[src/rtl/imem_arb_pkg.sv]
// ---------------------------------------------------------------------------
// imem_arb_pkg
// Shared types and constants for the instruction-ROM arbiter.
//   grant_e       : which requester owns the ROM this cycle
//   ROM_DEPTH_DEF : default number of ROM words
//   ADDR_W        : byte address width
//   WORD_OFS      : byte-to-word shift (32-bit words)
//   WAIT_W        : width of the data-port aging counter (holds 0..15)
//   addrBad()     : misaligned or beyond-the-ROM address test
// ---------------------------------------------------------------------------
package imem_arb_pkg;

    typedef enum logic [1:0] {
        GNT_NONE = 2'd0,
        GNT_I    = 2'd1,
        GNT_D    = 2'd2
    } grant_e;

    localparam int ROM_DEPTH_DEF = 256;
    localparam int ADDR_W        = 32;
    localparam int WORD_OFS      = 2;
    localparam int WAIT_W        = 4;

    // A request is bad when it is not word aligned or its word index falls
    // past the last ROM word.
    function automatic logic addrBad(input logic [ADDR_W-1:0] addr, input int depth);
        logic [ADDR_W-1:0] wordIdx;
        wordIdx = addr >> WORD_OFS;
        return (addr[WORD_OFS-1:0] != '0) || (wordIdx >= ADDR_W'(depth));
    endfunction

endpackage

[src/rtl/imem_arbiter_if.sv]
// ---------------------------------------------------------------------------
// imem_arbiter_if
// Bundles both requester handshakes, their response channels and the ROM
// read port of the instruction-ROM arbiter.
//   master modport : requester/ROM side (drives requests and rom_data)
//   slave modport  : arbiter side (drives readies, responses and rom_addr)
// ---------------------------------------------------------------------------
interface imem_arbiter_if
    import imem_arb_pkg::*;
#(
    parameter int DATA_W = 32
);

    logic              i_req_valid;
    logic [ADDR_W-1:0] i_req_addr;
    logic              i_req_ready;
    logic              i_flush;
    logic              i_resp_valid;
    logic [DATA_W-1:0] i_resp_data;
    logic              i_resp_err;

    logic              d_req_valid;
    logic [ADDR_W-1:0] d_req_addr;
    logic              d_req_ready;
    logic              d_resp_valid;
    logic [DATA_W-1:0] d_resp_data;
    logic              d_resp_err;

    logic [ADDR_W-1:0] rom_addr;
    logic [DATA_W-1:0] rom_data;

    modport slave (
        input  i_req_valid, i_req_addr, i_flush, d_req_valid, d_req_addr, rom_data,
        output i_req_ready, i_resp_valid, i_resp_data, i_resp_err,
        output d_req_ready, d_resp_valid, d_resp_data, d_resp_err, rom_addr
    );

    modport master (
        output i_req_valid, i_req_addr, i_flush, d_req_valid, d_req_addr, rom_data,
        input  i_req_ready, i_resp_valid, i_resp_data, i_resp_err,
        input  d_req_ready, d_resp_valid, d_resp_data, d_resp_err, rom_addr
    );

endinterface

[src/rtl/imem_arb_sel.sv]
// ---------------------------------------------------------------------------
// imem_arb_sel
// Combinational grant selector for the instruction-ROM arbiter.
// Fetch normally wins, but a data request that has already lost MAX_WAIT
// cycles in a row is granted ahead of fetch.
//   iReqValid_i : fetch request pending
//   dReqValid_i : data request pending
//   iFlush_i    : fetch traffic is being killed this cycle
//   waitCnt_i   : consecutive cycles the data port has lost
//   grant_o     : owner of the ROM this cycle
// ---------------------------------------------------------------------------
module imem_arb_sel
    import imem_arb_pkg::*;
#(
    parameter int MAX_WAIT = 4
) (
    input  logic              iReqValid_i,
    input  logic              dReqValid_i,
    input  logic              iFlush_i,
    input  logic [WAIT_W-1:0] waitCnt_i,
    output grant_e            grant_o
);

    // Starved data port first, then unflushed fetch, then data.
    always_comb begin
        grant_o = GNT_NONE;
        if (dReqValid_i && (waitCnt_i == WAIT_W'(MAX_WAIT))) begin
            grant_o = GNT_D;
        end else if (iReqValid_i && !iFlush_i) begin
            grant_o = GNT_I;
        end else if (dReqValid_i) begin
            grant_o = GNT_D;
        end
    end

endmodule

[src/rtl/imem_arbiter.sv]
// ---------------------------------------------------------------------------
// imem_arbiter
// Shares one combinational-read instruction ROM between the fetch port (I)
// and the data-side constant/debug port (D). One request is accepted per
// cycle and its ROM word is returned exactly one cycle later on the owning
// port. An aging counter keeps the data port from starving behind fetch.
//   clk     : system clock
//   reset_n : asynchronous active-low reset
//   bus     : imem_arbiter_if.slave (request/response handshakes, ROM port)
// Parameters: DEPTH (ROM words), MAX_WAIT (1..15 losses before D is forced),
//             DATA_W (ROM word width).
// Optional build macro IMEM_ARB_RANGE_CHK_EN: misaligned or out-of-range
// requests are flagged through resp_err with zero data, and the ROM sees
// address 0 for them. Without it resp_err is tied low and addresses pass
// to the ROM unchanged.
// ---------------------------------------------------------------------------
module imem_arbiter
    import imem_arb_pkg::*;
#(
    parameter int DEPTH    = ROM_DEPTH_DEF,
    parameter int MAX_WAIT = 4,
    parameter int DATA_W   = 32
) (
    input  logic          clk,
    input  logic          reset_n,
    imem_arbiter_if.slave bus
);

    // Parameter sanity, caught while elaborating.
    if ((MAX_WAIT < 1) || (MAX_WAIT > 15)) begin : gBadMaxWait
        $error("imem_arbiter: MAX_WAIT must be in 1..15");
    end
    if (DEPTH < 1) begin : gBadDepth
        $error("imem_arbiter: DEPTH must be positive");
    end

    grant_e            grant;
    grant_e            grant_q;
    logic [WAIT_W-1:0] waitCnt_q;
    logic [WAIT_W-1:0] waitCnt_d;
    logic [ADDR_W-1:0] selAddr;
    logic              selBad;
    logic [DATA_W-1:0] iRespData_q;
    logic [DATA_W-1:0] dRespData_q;

    imem_arb_sel #(
        .MAX_WAIT (MAX_WAIT)
    ) uSel (
        .iReqValid_i (bus.i_req_valid),
        .dReqValid_i (bus.d_req_valid),
        .iFlush_i    (bus.i_flush),
        .waitCnt_i   (waitCnt_q),
        .grant_o     (grant)
    );

    // Route the winning port's address toward the ROM; idle cycles read 0.
    always_comb begin
        selAddr = '0;
        unique case (grant)
            GNT_I:   selAddr = bus.i_req_addr;
            GNT_D:   selAddr = bus.d_req_addr;
            default: selAddr = '0;
        endcase
    end

`ifdef IMEM_ARB_RANGE_CHK_EN
    assign selBad = (grant != GNT_NONE) && addrBad(selAddr, DEPTH);
`else
    assign selBad = 1'b0;
`endif

    assign bus.rom_addr    = selBad ? '0 : selAddr;
    assign bus.i_req_ready = (grant == GNT_I);
    assign bus.d_req_ready = (grant == GNT_D);

    // The data port ages only while it is actually waiting; any grant or a
    // withdrawn request starts the count over.
    always_comb begin
        waitCnt_d = '0;
        if (bus.d_req_valid && (grant != GNT_D)) begin
            waitCnt_d = (waitCnt_q == WAIT_W'(MAX_WAIT)) ? waitCnt_q : waitCnt_q + 1'b1;
        end
    end

    // Last cycle's grant doubles as the response-valid state, so a reset
    // drops any in-flight response immediately. Data registers only load
    // for the port that won, and otherwise hold their last value.
    always_ff @(posedge clk or negedge reset_n) begin
        if (!reset_n) begin
            grant_q     <= GNT_NONE;
            waitCnt_q   <= '0;
            iRespData_q <= '0;
            dRespData_q <= '0;
        end else begin
            grant_q   <= grant;
            waitCnt_q <= waitCnt_d;
            if (grant == GNT_I) begin
                iRespData_q <= selBad ? '0 : bus.rom_data;
            end
            if (grant == GNT_D) begin
                dRespData_q <= selBad ? '0 : bus.rom_data;
            end
        end
    end

`ifdef IMEM_ARB_RANGE_CHK_EN
    logic iRespErr_q;
    logic dRespErr_q;

    // Error flags travel with the data of the same accepted request.
    always_ff @(posedge clk or negedge reset_n) begin
        if (!reset_n) begin
            iRespErr_q <= 1'b0;
            dRespErr_q <= 1'b0;
        end else begin
            if (grant == GNT_I) begin
                iRespErr_q <= selBad;
            end
            if (grant == GNT_D) begin
                dRespErr_q <= selBad;
            end
        end
    end

    assign bus.i_resp_err = (grant_q == GNT_I) && iRespErr_q;
    assign bus.d_resp_err = (grant_q == GNT_D) && dRespErr_q;
`else
    assign bus.i_resp_err = 1'b0;
    assign bus.d_resp_err = 1'b0;
`endif

    assign bus.i_resp_valid = (grant_q == GNT_I);
    assign bus.d_resp_valid = (grant_q == GNT_D);
    assign bus.i_resp_data  = iRespData_q;
    assign bus.d_resp_data  = dRespData_q;

endmodule

[src/flat_wrapper.sv]
// flat-port wrapper written by rule: the top's interface ports become plain ports
module imem_arbiter_flat import imem_arb_pkg::*;
#(
    parameter int DEPTH    = ROM_DEPTH_DEF,
    parameter int MAX_WAIT = 4,
    parameter int DATA_W   = 32
)
  (clk, reset_n, bus_i_req_valid, bus_i_req_addr, bus_i_flush, bus_d_req_valid, bus_d_req_addr, bus_rom_data, bus_i_req_ready, bus_i_resp_valid, bus_i_resp_data, bus_i_resp_err, bus_d_req_ready, bus_d_resp_valid, bus_d_resp_data, bus_d_resp_err, bus_rom_addr);
  imem_arbiter_if #(.DATA_W(DATA_W)) bus_i ();
  input  logic clk;
  input  logic reset_n;
  input wire logic [$bits(bus_i.i_req_valid)-1:0] bus_i_req_valid;
  input wire logic [$bits(bus_i.i_req_addr)-1:0] bus_i_req_addr;
  input wire logic [$bits(bus_i.i_flush)-1:0] bus_i_flush;
  input wire logic [$bits(bus_i.d_req_valid)-1:0] bus_d_req_valid;
  input wire logic [$bits(bus_i.d_req_addr)-1:0] bus_d_req_addr;
  input wire logic [$bits(bus_i.rom_data)-1:0] bus_rom_data;
  output wire logic [$bits(bus_i.i_req_ready)-1:0] bus_i_req_ready;
  output wire logic [$bits(bus_i.i_resp_valid)-1:0] bus_i_resp_valid;
  output wire logic [$bits(bus_i.i_resp_data)-1:0] bus_i_resp_data;
  output wire logic [$bits(bus_i.i_resp_err)-1:0] bus_i_resp_err;
  output wire logic [$bits(bus_i.d_req_ready)-1:0] bus_d_req_ready;
  output wire logic [$bits(bus_i.d_resp_valid)-1:0] bus_d_resp_valid;
  output wire logic [$bits(bus_i.d_resp_data)-1:0] bus_d_resp_data;
  output wire logic [$bits(bus_i.d_resp_err)-1:0] bus_d_resp_err;
  output wire logic [$bits(bus_i.rom_addr)-1:0] bus_rom_addr;
  assign bus_i.i_req_valid = bus_i_req_valid;
  assign bus_i.i_req_addr = bus_i_req_addr;
  assign bus_i.i_flush = bus_i_flush;
  assign bus_i.d_req_valid = bus_d_req_valid;
  assign bus_i.d_req_addr = bus_d_req_addr;
  assign bus_i.rom_data = bus_rom_data;
  assign bus_i_req_ready = bus_i.i_req_ready;
  assign bus_i_resp_valid = bus_i.i_resp_valid;
  assign bus_i_resp_data = bus_i.i_resp_data;
  assign bus_i_resp_err = bus_i.i_resp_err;
  assign bus_d_req_ready = bus_i.d_req_ready;
  assign bus_d_resp_valid = bus_i.d_resp_valid;
  assign bus_d_resp_data = bus_i.d_resp_data;
  assign bus_d_resp_err = bus_i.d_resp_err;
  assign bus_rom_addr = bus_i.rom_addr;
  imem_arbiter #(.DEPTH(DEPTH), .MAX_WAIT(MAX_WAIT), .DATA_W(DATA_W)) u_core (.clk(clk), .reset_n(reset_n), .bus(bus_i));
endmodule
[config.mk]
export PLATFORM = sky130hd
export DESIGN_NAME = imem_arbiter_flat
export DESIGN_NICKNAME = d
export VERILOG_FILES = /design/src/rtl/imem_arb_pkg.sv /design/src/rtl/imem_arbiter_if.sv /design/src/rtl/imem_arb_sel.sv /design/src/rtl/imem_arbiter.sv /design/src/flat_wrapper.sv
export SDC_FILE = /design/constraint.sdc
export NUM_CORES = 1
export LEC_CHECK = 0
export ABC_AREA = 1
export CORE_MARGIN = 4
export CORE_UTILIZATION = 40
export DETAILED_ROUTE_END_ITERATION = 8
export GPL_TIMING_DRIVEN = 0
export HOLD_SLACK_MARGIN = 0.12
export PLACE_DENSITY_LB_ADDON = 0.25
export SYNTH_ARGS = -nofsm -noshare
export SYNTH_HDL_FRONTEND = slang
export SYNTH_SLANG_ARGS = --single-unit
[constraint.sdc]
create_clock -name clk -period 3 [get_ports clk]
set_clock_uncertainty 0.05 [all_clocks]
set_input_delay 0.3 -clock clk [delete_from_list [all_inputs] [get_ports clk]]
set_output_delay 0.3 -clock clk [all_outputs]
set_load 0.02 [all_outputs]
==> results.ini <==
[setup_path]
r2r-start=u_core.waitCnt_q[0]$_DFFE_PN0P_
cp-start-kind=flop
r2r_cells=9
ff2ff_setup_slack_ns=0.89
end_kind=output pin
startpoint=u_core.waitCnt_q[0]$_DFFE_PN0P_
reg2reg_to=u_core.bus.i_resp_data[9]$_DFFE_PN0N_
cp.arrival_ns=2.46
path_cells=inv_1 -> ha_1 -> nand3_4 -> a21oi_4 -> ha_2 -> buf_2 -> nand2_1 -> a21oi_1 -> dlygate4sd2_1
critical-path-slowest-cell=dfrtp_2
required_ns=2.65
crit_type=flop to output pin
crit_path_max_fanout=10
crit_path_max_incr_delay_ns=0.45
crit_end=bus_rom_addr[12]

[floorplan]
initial_core_util_pct=41.03
core_um2=8175
rows=33
die_h_um=99.58
io_pins=203
chipWidth_um=99.58
die_area_um2=9915

[synth]
synth-xor-area-share_pct=0.2611
synth_adder_area_share_pct=1.865
synth.avg_cell_area_um2=9.344
synthCells=359
synthSimpleGateAreaFrac_pct=20.29
synthMuxAreaShare_pct=13.88
yosysWarnings=0
synth_compound_area_share_pct=5.744
yosysUniqueCellTypes=22
synth_top_family_by_area=simple AND/OR/NAND/NOR gates
netlist_area_um2=3354
ys_ff_latch=70
synth_seq_area_share_pct=52.22

[sta]
fin_crit_sh_pct=93.80
setup-tns-final_ns=0
rsz0062_at_grt=no
clock.fmax_mhz=355.3
slew_headroom_pct=41.71
min_period_ns=2.814
slew_violations=0
setup_violations=0
hold_viol_final=0
worstMarginPinSlew_ns=0.8744

[clock_tree]
cts_buffer_depth=2
h-tree-depth=3
cts_inserted_buffers=9
cts-root-buf=clkbuf_8
clock-sinks=70
path_clk_slew_ns=0.08
clock_latency_ns=0.33
cts_tree=done

[cells_and_area]
n_antenna_cell=0
syn2layout_area_growth_pct=66.17
layout.nets=678
drive_gt1_share_pct=18.02
multi_input_area_um2=1450
final_cell_mix=nand2_1, clkdlybuf4s50_1, dfrtp_1
n_fill_cell=678
final-seq-area_um2=1753
finalNonFillerCells=682

[power_and_ir_drop]
p_switching_uw=995.7
internal-power_uw=2018
ir_worst_vdd_mv=0.3229
power_frac_comb_pct=37.3
clkPwrFrac_pct=22.9
power_uw=3014
p_leak_uw=0.002587
power_frac_seq_pct=39.8
p_per_area_nw_per_um2=540.7
swShare_pct=33.03

[grt]
grt_max_degree=71
grt_util_all_layers_pct=20.97
antenna_found_initial=0
grt_remaining_overflow=0
grt_pass1_vias=3317
grt_pass1_wl_mm=16.34

[run_status]
status=complete, no violations

[hold_path]
hold_class=flop to flop

[placement]
placed_cells=665
place.port_buffers=200
globalplace.congestion=0.8081
dpl.hpwl_mm=8.304

[drt]
drtAntennaViolNets=0
finalWirelength_mm=10.51
drc_errors=0
wl_per_cell_um=15.41
num_vias=3212
dr.pass1.iters=4
first_iter_violations=148
viasPerCell=4.710

[run]
drv_cap=0

## worst min path at each step
stage,to,slack [ns],depth (start not counted),start
final,u_core.bus.d_resp_data[22]$_DFFE_PN0N_,0.42,2,u_core.bus.d_resp_data[22]$_DFFE_PN0N_
after detailed placement,u_core.bus.d_resp_data[22]$_DFFE_PN0N_,0.41,2,u_core.bus.d_resp_data[22]$_DFFE_PN0N_
after global routing,u_core.bus.d_resp_data[6]$_DFFE_PN0N_,0.45,2,u_core.bus.d_resp_data[6]$_DFFE_PN0N_
after CTS,u_core.bus.d_resp_data[22]$_DFFE_PN0N_,0.43,2,u_core.bus.d_resp_data[22]$_DFFE_PN0N_
after floorplan,u_core.bus.d_resp_data[0]$_DFFE_PN0N_,-0.05,0,reset_n
after global placement,u_core.bus.d_resp_data[31]$_DFFE_PN0N_,0.40,2,u_core.bus.d_resp_data[31]$_DFFE_PN0N_
## repair_timing
action,in CTS,in global routing
buffers inserted,0,0
cloned,0,0
endpoints found under the setup margin,32,32
gates resized for setup,36,62
hold buffers,1,0
hold endpoints to repair,70,0
## cell families after synthesis
| kind of cell | after synthesis |
|---|---|
| AND/OR/NAND/NOR | 178 |
| flip-flops | 70 |
| AO/OA/AOI/OAI | 38 |
| buffers and inverters | 34 |
| multiplexers | 32 |
| adder cells (fa/ha/maj) | 5 |
| other | 1 |
| XOR/XNOR | 1 |
## cells in the mapped netlist (all sizes together)
| master | count | area (µm²) |
|---|---|---|
| conb | 1 | 3.750 |
| dfrtp | 70 | 1752 |
| mux2 | 32 | 465.4 |
| inv | 12 | 45.04 |
| nor2 | 7 | 26.28 |
| nand2 | 168 | 633.1 |
| xnor2 | 1 | 8.760 |
| o21bai | 1 | 7.510 |
| o21ai | 3 | 15.01 |
| ha | 5 | 62.56 |
| buf | 19 | 132.6 |
| nand3 | 2 | 15.01 |
| a21oi | 34 | 170.2 |
| clkbuf | 3 | 11.26 |
| nand4 | 1 | 6.260 |
## power groups by stage
stage / sequential, µW / clock, µW / combinational, µW
final: 1200 / 689 / 1120
after global routing: 1220 / 760 / 1200
after detailed placement: 1220 / 0 / 1150
after global placement: 1210 / 0 / 1130
after CTS: 1200 / 713 / 1140
after floorplan: 1410 / 0 / 337
## critical path, delay by kind of cell (launching register included)
| family | cells | cell delay, ns |
|---|---|---|
| AND/OR/NAND/NOR | 2 | 0.22 |
| flip-flops | 1 | 0.45 |
| buffers and inverters | 3 | 0.69 |
| adder cells (fa/ha/maj) | 2 | 0.45 |
| AO/OA/AOI/OAI | 2 | 0.34 |
## state kept, by name, indices dropped and copies added, names as in the netlist
register,flops
u_core.grant_q,2
u_core.bus.i_resp_data,32
u_core.waitCnt_q,4
u_core.bus.d_resp_data,32
## layout make-up
class,instances,area share [%]
sequential,70,31.45
multi-input combinational,256,26.02
inverter,12,0.8081
tap,105,2.357
clock inverter,6,0.8081
buffer,22,2.604
timing repair buffer,201,33.49
clock buffer,10,2.469
## through the flow
stage	cell area, µm²	hold WS (ns)	worst slack (ns)	utilization (%)
6_report	5574	0.4220	0.1859	68.18
3_3_place_gp	5492	0.4039	-0.7169	67.17
3_5_place_dp	5489	0.4082	0.001994	67.14
4_1_cts	5653	0.4273	0.07211	69.15
5_1_grt	5574	0.4540	0.03556	68.18
2_1_floorplan	3358	-0.04559	0.6475	-
## per-layer routing
metal | track usage [%] | wire (µm) | part of all wire (%) | vias to the layer above
li1 | - | - | - | 1561
met1 | 23.33 | 3923 | 37 | 1487
met2 | 36.05 | 5289 | 50 | 152
met3 | 9.607 | 1139 | 11 | 12
met4 | 6.092 | 156 | 1.5 | 0
met5 | 0 | 0 | 0 | -
Power figures use the tool's default switching activity.
